File: src/rtl/cam_pkg.sv
// Shared types and constants for the camera test-pattern stream generator.
package cam_pkg;

    typedef enum logic [2:0] {
        StIdle,
        StVsync,
        StVback,
        StActive,
        StVfront
    } cam_state_e;

    typedef enum logic {
        PatRamp = 1'b0,
        PatBars = 1'b1
    } cam_pattern_e;

    // RGB565 bar colours; index 0 is the leftmost bar.
    localparam logic [7:0][15:0] ColorBars = {
        16'h0000, 16'h001F, 16'hF800, 16'hF81F,
        16'h07E0, 16'h07FF, 16'hFFE0, 16'hFFFF
    };

endpackage

File: src/rtl/cam_colorbar_lut.sv
// Combinational colour-bar lookup: bar index to RGB565 colour.
module cam_colorbar_lut
    import cam_pkg::*;
(
    input  logic [2:0]  bar_idx,
    output logic [15:0] rgb
);

    assign rgb = ColorBars[bar_idx];

endmodule

File: src/rtl/cam_stream_gen.sv
// OV7670-style vsync/href/byte stream source carrying an RGB565 test pattern.
// Outputs are registered from a decode of the current state, one pclk behind it.
module cam_stream_gen
    import cam_pkg::*;
#(
    parameter int unsigned H_ACTIVE = 160,
    parameter int unsigned H_BLANK  = 16,
    parameter int unsigned V_SYNC   = 3,
    parameter int unsigned V_BACK   = 17,
    parameter int unsigned V_ACTIVE = 120,
    parameter int unsigned V_FRONT  = 10
) (
    input  logic       pclk,
    input  logic       reset,
    input  logic       en,
    input  logic       pattern,
    output logic       vsync,
    output logic       href,
    output logic [7:0] dout,
    output logic       frame_done
);

    localparam int unsigned LP        = 2 * H_ACTIVE + H_BLANK;
    localparam int unsigned CYC_W     = $clog2(LP);
    localparam int unsigned V_MAX_A   = (V_SYNC > V_BACK) ? V_SYNC : V_BACK;
    localparam int unsigned V_MAX_B   = (V_ACTIVE > V_FRONT) ? V_ACTIVE : V_FRONT;
    localparam int unsigned V_MAX     = (V_MAX_A > V_MAX_B) ? V_MAX_A : V_MAX_B;
    localparam int unsigned LINE_W    = (V_MAX > 1) ? $clog2(V_MAX) : 1;
    localparam int unsigned BAR_BYTES = H_ACTIVE / 4;
    localparam int unsigned BAR_W     = (BAR_BYTES > 1) ? $clog2(BAR_BYTES) : 1;

    cam_state_e       state_q, state_d;
    cam_pattern_e     pat_q, pat_d;
    logic [CYC_W-1:0] cyc_q, cyc_d;
    logic [LINE_W-1:0] line_q, line_d;
    logic [7:0]       ramp_q, ramp_d;
    logic [BAR_W-1:0] bar_byte_q, bar_byte_d;
    logic [2:0]       bar_idx_q, bar_idx_d;

    logic             vsync_d, href_d, frame_done_d;
    logic [7:0]       dout_d;
    logic [LINE_W-1:0] line_term;
    logic             cyc_last, phase_last, active_byte;
    logic [15:0]      bar_rgb;

    cam_colorbar_lut u_lut (
        .bar_idx (bar_idx_q),
        .rgb     (bar_rgb)
    );

    always_comb begin
        unique case (state_q)
            StVsync:  line_term = LINE_W'(V_SYNC - 1);
            StVback:  line_term = LINE_W'(V_BACK - 1);
            StActive: line_term = LINE_W'(V_ACTIVE - 1);
            StVfront: line_term = LINE_W'(V_FRONT - 1);
            default:  line_term = '0;
        endcase
        cyc_last    = (cyc_q == CYC_W'(LP - 1));
        phase_last  = cyc_last && (line_q == line_term);
        active_byte = (state_q == StActive) && (cyc_q < CYC_W'(2 * H_ACTIVE));
    end

    always_comb begin
        state_d    = state_q;
        pat_d      = pat_q;
        cyc_d      = cyc_q;
        line_d     = line_q;
        ramp_d     = ramp_q;
        bar_byte_d = '0;
        bar_idx_d  = '0;

        if (state_q != StIdle) begin
            cyc_d = cyc_last ? '0 : cyc_q + 1'b1;
            if (cyc_last) begin
                line_d = phase_last ? '0 : line_q + 1'b1;
            end
        end

        unique case (state_q)
            StIdle:   if (en) state_d = StVsync;
            StVsync:  if (phase_last) state_d = StVback;
            StVback:  if (phase_last) state_d = StActive;
            StActive: if (phase_last) state_d = StVfront;
            StVfront: if (phase_last) state_d = en ? StVsync : StIdle;
            default:  state_d = StIdle;
        endcase

        // Bar tracking restarts every line; the last active byte wraps it back to bar 0.
        if (active_byte) begin
            ramp_d = ramp_q + 1'b1;
            if (bar_byte_q == BAR_W'(BAR_BYTES - 1)) begin
                bar_idx_d = bar_idx_q + 1'b1;
            end else begin
                bar_byte_d = bar_byte_q + 1'b1;
                bar_idx_d  = bar_idx_q;
            end
        end

        if ((state_d == StVsync) && (state_q != StVsync)) begin
            ramp_d = '0;
            pat_d  = cam_pattern_e'(pattern);
        end

        vsync_d      = (state_q == StVsync);
        href_d       = active_byte;
        frame_done_d = (state_q == StVfront) && phase_last;
        dout_d       = '0;
        if (active_byte) begin
            if (pat_q == PatBars) begin
                dout_d = cyc_q[0] ? bar_rgb[7:0] : bar_rgb[15:8];
            end else begin
                dout_d = ramp_q;
            end
        end
    end

    always_ff @(posedge pclk or posedge reset) begin
        if (reset) begin
            state_q    <= StIdle;
            pat_q      <= PatRamp;
            cyc_q      <= '0;
            line_q     <= '0;
            ramp_q     <= '0;
            bar_byte_q <= '0;
            bar_idx_q  <= '0;
            vsync      <= 1'b0;
            href       <= 1'b0;
            dout       <= '0;
            frame_done <= 1'b0;
        end else begin
            state_q    <= state_d;
            pat_q      <= pat_d;
            cyc_q      <= cyc_d;
            line_q     <= line_d;
            ramp_q     <= ramp_d;
            bar_byte_q <= bar_byte_d;
            bar_idx_q  <= bar_idx_d;
            vsync      <= vsync_d;
            href       <= href_d;
            dout       <= dout_d;
            frame_done <= frame_done_d;
        end
    end

endmodule

File: config.mk
export PLATFORM = sky130hd
export DESIGN_NAME = cam_stream_gen
export DESIGN_NICKNAME = d
export VERILOG_FILES = /design/src/rtl/cam_pkg.sv /design/src/rtl/cam_colorbar_lut.sv /design/src/rtl/cam_stream_gen.sv
export SDC_FILE = /design/constraint.sdc
export NUM_CORES = 1
export LEC_CHECK = 0
export BUFFER_PORTS_ARGS = -buffer_cell sky130_fd_sc_hd__buf_2
export CORE_MARGIN = 4
export CORE_UTILIZATION = 54
export CTS_CLUSTER_DIAMETER = 50
export DETAILED_ROUTE_END_ITERATION = 12
export PLACE_DENSITY = 0.83
export REMOVE_ABC_BUFFERS = 1
export SYNTH_ARGS = -nofsm -noshare
export SYNTH_HDL_FRONTEND = slang
export SYNTH_HIERARCHICAL = 1
export SYNTH_SLANG_ARGS = --single-unit
File: constraint.sdc
create_clock -name pclk -period 2.1 [get_ports pclk]
set_input_delay 0.105 -clock pclk [delete_from_list [all_inputs] [get_ports pclk]]
set_output_delay 0.105 -clock pclk [all_outputs]
set_load 0.01 [all_outputs]
### Word-level counts from Yosys, hierarchy flattened

Memories as Yosys holds them, arrays and structs flattened.
Cells that the tools add are included.

| word-level totals | value |
|---|---|
| bits in registers | 48 |
| bits in latches | 0 |
| bits in writable memories | 0 |
| memory bits (read-only) | 128 |
| input bits | 4 |
| output and inout port bits | 11 |
| word-level logic and storage cells | 57 |
| memories kept | 1 |

| operators by class | value |
|---|---|
| $add $sub $neg | 5 |
| multipliers | 0 |
| div/mod/pow operators | 0 |
| order comparisons | 2 |
| equality and inequality tests | 10 |
| shift operators | 0 |
| muxes and demuxes | 20 |
| bitwise logic cells | 0 |
| reductions and logical operators | 8 |

Memories:

| name | words | width | rd ports | clocked after Yosys merged registers in | wr ports | line | source |
|---|---|---|---|---|---|---|---|
| (name not given) | 8 | 16 | 1 | 0 | 0 | cam_colorbar_lut.sv:9 | `assign rgb = ColorBars[bar_idx];` |

Operator list:

| kind | number |
|---|---|
| 8-bit two-way mux | 5 |
| 7-bit one-hot mux with 4 select lines | 1 |
| 3-bit two-way mux | 7 |
| 16-bit two-way mux | 1 |
| 3-bit one-hot mux with 5 select lines | 1 |
| 6-bit two-way mux | 2 |
| 9-bit by 1-bit adder with 9-bit output (second input constant) | 1 |
| 9-bit equality test (second input constant) | 1 |
| 9-bit < comparator (second input constant) | 1 |
| 9-bit two-way mux | 1 |
| 8-bit by 1-bit adder with 8-bit output (second input constant) | 1 |
| 7-bit by 1-bit adder with 7-bit output (second input constant) | 1 |
| 7-bit equality test | 1 |
| 7-bit two-way mux | 1 |
| 6-bit by 1-bit adder with 6-bit output (second input constant) | 1 |
| 3-bit by 1-bit equality test with 1-bit output (second input constant) | 2 |
| 3-bit by 2-bit equality test with 1-bit output (second input constant) | 2 |
| 6-bit equality test (second input constant) | 1 |
| 1-bit logical AND | 4 |
| 3-bit by 4-bit < comparator with 1-bit output (second input constant) | 1 |
| 3-bit by 1-bit adder with 3-bit output (second input constant) | 1 |
| 3-bit equality test (second input constant) | 1 |
| 3-bit logical NOT | 1 |
| 3-bit by 1-bit inequality test with 1-bit output (second input constant) | 1 |
| 5 further kinds | 5 |

### Logic depth before layout (Yosys ltp)

| depth | value |
|---|---|
| word-level depth | 9 |
| gate-level depth with buffers | 8 |
| depth with buffers taken out | 7 |

### Cells and area by module

The synthesis kept the hierarchy.

Modules (own cells, without submodules):

| module | instances | cells each | area an instance (um2) |
|---|---|---|---|
| cam_stream_gen | 1 | 242 | 2451.1 |
| cam_colorbar_lut | 1 | 16 | 108.9 |

### Worst setup path after synthesis

No wires, ideal clock.

| timing | value |
|---|---|
| kind | register to register |
| from | reg cyc_q[0] |
| to | reg pat_q |
| setup time | 0.125 ns |
| data arrival time | 1.980 ns |
| data required time | 1.975 ns |
| setup slack | -0.005 ns |
| stages on the path, launching flop included | 8 |
| buffers on the path | 0 |
| period minus slack after synthesis | 2.105 ns |
| cells stage by stage | dfrtp_1 > ha_1 > nand4b_2 > nor4_4 > o2111ai_1 > a21o_4 > a21oi_4 > mux2_4 |

| between the ends | value |
|---|---|
| cells in the longest elaborated chain, start to end | 6 |
| elaborated cells between the ends (all ways) | 9 |
| classes of those cells | eq/ne (2); mux (5); reduce/logical (2) |

RTL lines:

| item | line | source |
|---|---|---|
| start: declaration | cam_stream_gen.sv:34 | `logic [CYC_W-1:0] cyc_q, cyc_d;` |
| start signal: assignment | cam_stream_gen.sv:134 | `cyc_q <= cyc_d;` |
| 9-bit equality test * | cam_stream_gen.sv:59 | `cyc_last = (cyc_q == CYC_W'(LP - 1));` |
| 1-bit logical AND * | cam_stream_gen.sv:60 | `phase_last = cyc_last && (line_q == line_term);` |
| 3-bit two-way mux (on tied branches) | -- |  |
| 3-bit one-hot mux with 5 select lines * | cam_stream_gen.sv:80 | `unique case (state_q)` |
| 3-bit by 1-bit equality test with 1-bit output * | cam_stream_gen.sv:100 | `if ((state_d == StVsync) && (state_q != StVsync)) begin` |
| 1-bit logical AND * | cam_stream_gen.sv:100 |  |
| end signal: assignment | cam_stream_gen.sv:121 | `pat_q <= PatRamp;` |
| end signal: assignment | cam_stream_gen.sv:133 | `pat_q <= pat_d;` |
| end: declaration | cam_stream_gen.sv:33 | `cam_pattern_e pat_q, pat_d;` |

Mark *: on every way between the ends. The rest lies on a longest branch, timed or not.
A chain may end at the register's enable or synchronous reset.

### Worst setup path in the final report

| timing | value |
|---|---|
| from | reg state_q[0] |
| to | reg pat_q |

| between the ends | value |
|---|---|
| cells in the longest elaborated chain, start to end | 8 |
| elaborated cells between the ends (all ways) | 17 |
| classes of those cells | eq/ne (7); mux (7); reduce/logical (3) |

RTL lines:

| item | line | source |
|---|---|---|
| start: declaration | cam_stream_gen.sv:32 | `cam_state_e state_q, state_d;` |
| start signal: assignment | cam_stream_gen.sv:120 | `state_q <= StIdle;` |
| start signal: assignment | cam_stream_gen.sv:132 | `state_q <= state_d;` |
| 3-bit equality test (tied with other cells) | cam_stream_gen.sv:52, cam_stream_gen.sv:80 |  |
| 7-bit one-hot mux with 4 select lines | cam_stream_gen.sv:52 | `unique case (state_q)` |
| 7-bit equality test | cam_stream_gen.sv:60 |  |
| 1-bit logical AND | cam_stream_gen.sv:60 |  |
| 3-bit two-way mux (on tied branches) | -- |  |
| 3-bit one-hot mux with 5 select lines | cam_stream_gen.sv:80 |  |
| 3-bit by 1-bit equality test with 1-bit output | cam_stream_gen.sv:100 |  |
| 1-bit logical AND * | cam_stream_gen.sv:100 |  |

Marked as above.

==> results.yml <==
layout:
  stdcell_count: 332
  final_util_pct: 64.4
  diodes: 0
  regArea_sq_um: 1200
  area_growth_pct: 12.6
  final_nets: 288
  multiInputGateArea_sq_um: 1230
  drive_above_1_share_pct: 23.9
  fill_cells: 320
floorplan:
  io_pins: 15
  core_area_sq_um: 4470
  start_util_pct: 57.2
  rows: 24
  die_y_microns: 76.9
  die_w_microns: 76.9
  die_area_sq_um: 5910
cts:
  clk_pin_slew_worst_paths_ns: 0.09
  clock-sinks: 48
  cts_tree: "done"
  cts_buffers: 5
  max-clock-path-buffers: 2
  htreeDepth: 2
  root_buffer: "clkbuf_8"
  clk_latency_ns: 0.31
detailed_routing:
  num_vias: 1871
  drt_pass1_iterations: 5
  vias_per_cell: 5.64
  drt-initial-drc-count: 132
  drc: 0
  routed_wl_microns: 4910
  post_drt_wl_per_cell_microns: 14.8
  ant_nets: 0
worst_setup_path:
  r2r-start: "state_q[0]$_DFF_PP0_"
  crit_path_end: "pat_q$_DFFE_PP0P_"
  startpoint_type: "flip-flop"
  reg2reg_to: "pat_q$_DFFE_PP0P_"
  cp-end-kind: "flip-flop"
  required_ns: 2.29
  path_class: "flip-flop to flip-flop"
  ff2ff_path_depth: 7
  arrival_ns: 2.29
  crit_path_max_fanout: 7
  cp-startpoint: "state_q[0]$_DFF_PP0_"
  ff2ff_setup_slack_ns: 0.005
synth:
  yosysSeqAreaShare_pct: 46.9
  synthArstFlopShare_pct: 100
  avgSynthCellArea_sq_um: 9.92
  yosys_warnings: 6
  syn_area_sq_um: 2560
  ys.flop_type: "dfrtp_1"
  synth-edff-count: 0
  ys_ff_latch: 48
  synth.distinct_cells: 45
  netlist_instances: 258
grt:
  grt_pass1_vias: 1831
  grt_pass1_wl_microns: 8320
  grt_usage_pct: 17.4
  overflow: 0
  antenna_found_initial: 0
  grt_max_degree: 49
timing:
  maxSlewViolCount: 0
  finalHoldViolCount: 0
  setup_viol: 0
  tightest_slew_ns: 0.594
  fin_skew_ns: 0.00871
  fin_crit_sh_pct: 99.8
  fmax_mhz: 477
  slew_headroom_pct: 60.4
  period_minus_slack_ns: 2.10
pwr:
  internal_power_mw: 1.61
  p_leak_nw: 1.31
  p_seq_share_pct: 51.4
  switchingPower_mw: 0.661
  powerDensity_nw_per_um2: 787
  pwr-share-comb_pct: 17.1
  ir_drop_mv: 0.294
  clkPwrFrac_pct: 31.5
  switching_share_pct: 29.1
place:
  io_buffers: 14
  gp_congestion: 0.803
  placedCellCount: 315
  hpwl_microns: 3180
hold_path:
  hold_class: "input port to flip-flop"
run:
  maxCapViolCount: 0
run_status:
  status: "finished clean"
-- cells in the mapped netlist (2+ instances only) --
cell type | count | area share, %
a211oi_1 | 9 | 2.6
a21oi_1 | 4 | 0.78
a31oi_1 | 2 | 0.49
and2_1 | 3 | 0.73
and3_1 | 3 | 0.73
buf_1 | 2 | 0.29
buf_4 | 13 | 3.8
buf_6 | 2 | 0.88
clkbuf_1 | 5 | 0.73
dfrtp_1 | 48 | 47
ha_1 | 5 | 2.4
inv_1 | 5 | 0.73
mux2i_1 | 11 | 4.3
nand2_1 | 23 | 3.4
nand2b_1 | 5 | 1.2
nand3_1 | 11 | 2.2
nand4_1 | 4 | 0.98
nand4b_1 | 2 | 0.68
nor2_1 | 38 | 5.6
nor3_1 | 6 | 1.2
nor3b_1 | 3 | 0.88
o2111ai_1 | 2 | 0.68
o21ai_0 | 10 | 2.0
o2bb2ai_1 | 3 | 1.0
xnor2_1 | 9 | 3.1
xor2_1 | 11 | 3.8
-- sequential cells by signal, summed over array words and instances (netlist names) --
signal / flops
bar_byte_q: 6
bar_idx_q: 3
cyc_q: 9
dout: 8
frame_done: 1
href: 1
line_q: 7
pat_q: 1
ramp_q: 8
state_q: 3
vsync: 1
-- critical path: stages, from the launching register on --
cell and delay (ns):
dfrtp_2 0.46, buf_4 0.16, nor3_4 0.21, a21oi_1 0.09, o32a_4 0.34, a21o_4 0.25
a21oi_4 0.16, mux2_4 0.31
-- what timing repair did --
item | in CTS | in global routing
pin swaps | 0 | 2
endpoints found under the setup margin | 3 | 11
hold endpoints to repair | 48 | 0
setup buffers | 2 | 6
hold buffers | 1 | 0
resized for setup | 2 | 11
-- cell type report --
| class | count | area share [%] |
|---|---|---|
| Inverter | 6 | 0.781 |
| Sequential cell | 48 | 41.8 |
| Clock buffer | 6 | 2.86 |
| Clock inverter | 2 | 1.35 |
| Multi-Input combinational cell | 181 | 42.5 |
| Tap cell | 52 | 2.26 |
| Timing Repair Buffer | 37 | 8.42 |
-- metal layers --
metal,track usage [%],routed length [microns],vias up,part of all wire [%]
met5,0,0,-,0
met4,6.88,63,0,1.3
met3,4.22,251,8,5.1
met2,26.3,2330,46,47
met1,24.0,2260,902,46
li1,-,-,915,-
-- how the worst min path moves through the flow --
stage | start | to | slack, ns | depth (start not counted)
final | pattern | pat_q$_DFFE_PP0P_ | 0.06 | 2
after detailed placement | reset | cyc_q[3]$_DFFE_PP0N_ | 0.30 | 3
after floorplan | pattern | pat_q$_DFFE_PP0P_ | 0.25 | 1
after global placement | reset | cyc_q[3]$_DFFE_PP0N_ | 0.29 | 3
after global routing | pattern | pat_q$_DFFE_PP0P_ | 0.05 | 2
after CTS | pattern | pat_q$_DFFE_PP0P_ | 0.06 | 2
-- kinds of logic (layout without fill, tap and decap cells) --
group                      Yosys count  in the layout  share of synthesized area [%]
and+or+nand+nor                    107            107                           21.1
DFF                                 48             48                           46.9
AOI/OAI and AO/OA                   36             36                           10.6
buffers and inverters               29             51                           6.79
xor gates and xnor gates            20             20                           6.84
muxes                               13             13                           5.33
adders and majority gates            5              5                           2.44
-- stage by stage --
| step | area [sq um] | power (mW) | setup TNS [ns] | setup slack, ns | hold slack, ns |
|---|---|---|---|---|---|
| after detailed placement | 2650 | 1.55 | -0.0308 | -0.0184 | 0.296 |
| after global routing | 2880 | 2.41 | -0.0718 | -0.0355 | 0.0489 |
| after floorplan | 2410 | 1.44 | -1.21 | -0.329 | 0.253 |
| after CTS | 2800 | 2.26 | 0 | 0.00196 | 0.0610 |
| final | 2880 | 2.27 | 0 | 0.00486 | 0.0631 |
| after global placement | 2650 | 1.54 | 0 | 0.0454 | 0.287 |
-- power by group through the flow --
stage / sequential, mW / clock [mW] / combinational, mW
finish: 1.17 / 0.714 / 0.388
global route: 1.19 / 0.771 / 0.446
CTS: 1.16 / 0.719 / 0.380
detailed placement: 1.18 / 0 / 0.372
global placement: 1.18 / 0 / 0.359
floorplan: 1.18 / 0 / 0.253
-- placed cells by master, fill, tap and decap left out, types with 8 or more instances in the layout --
cell type	n
mux2i_1	10
buf_2	14
nand2_1	23
xnor2_1	9
a211oi_1	8
buf_4	21
o21ai_0	9
dfrtp_1	45
nor2_1	38
xor2_1	11
nand3_1	11
No activity file was read; power rests on OpenSTA's default activity.
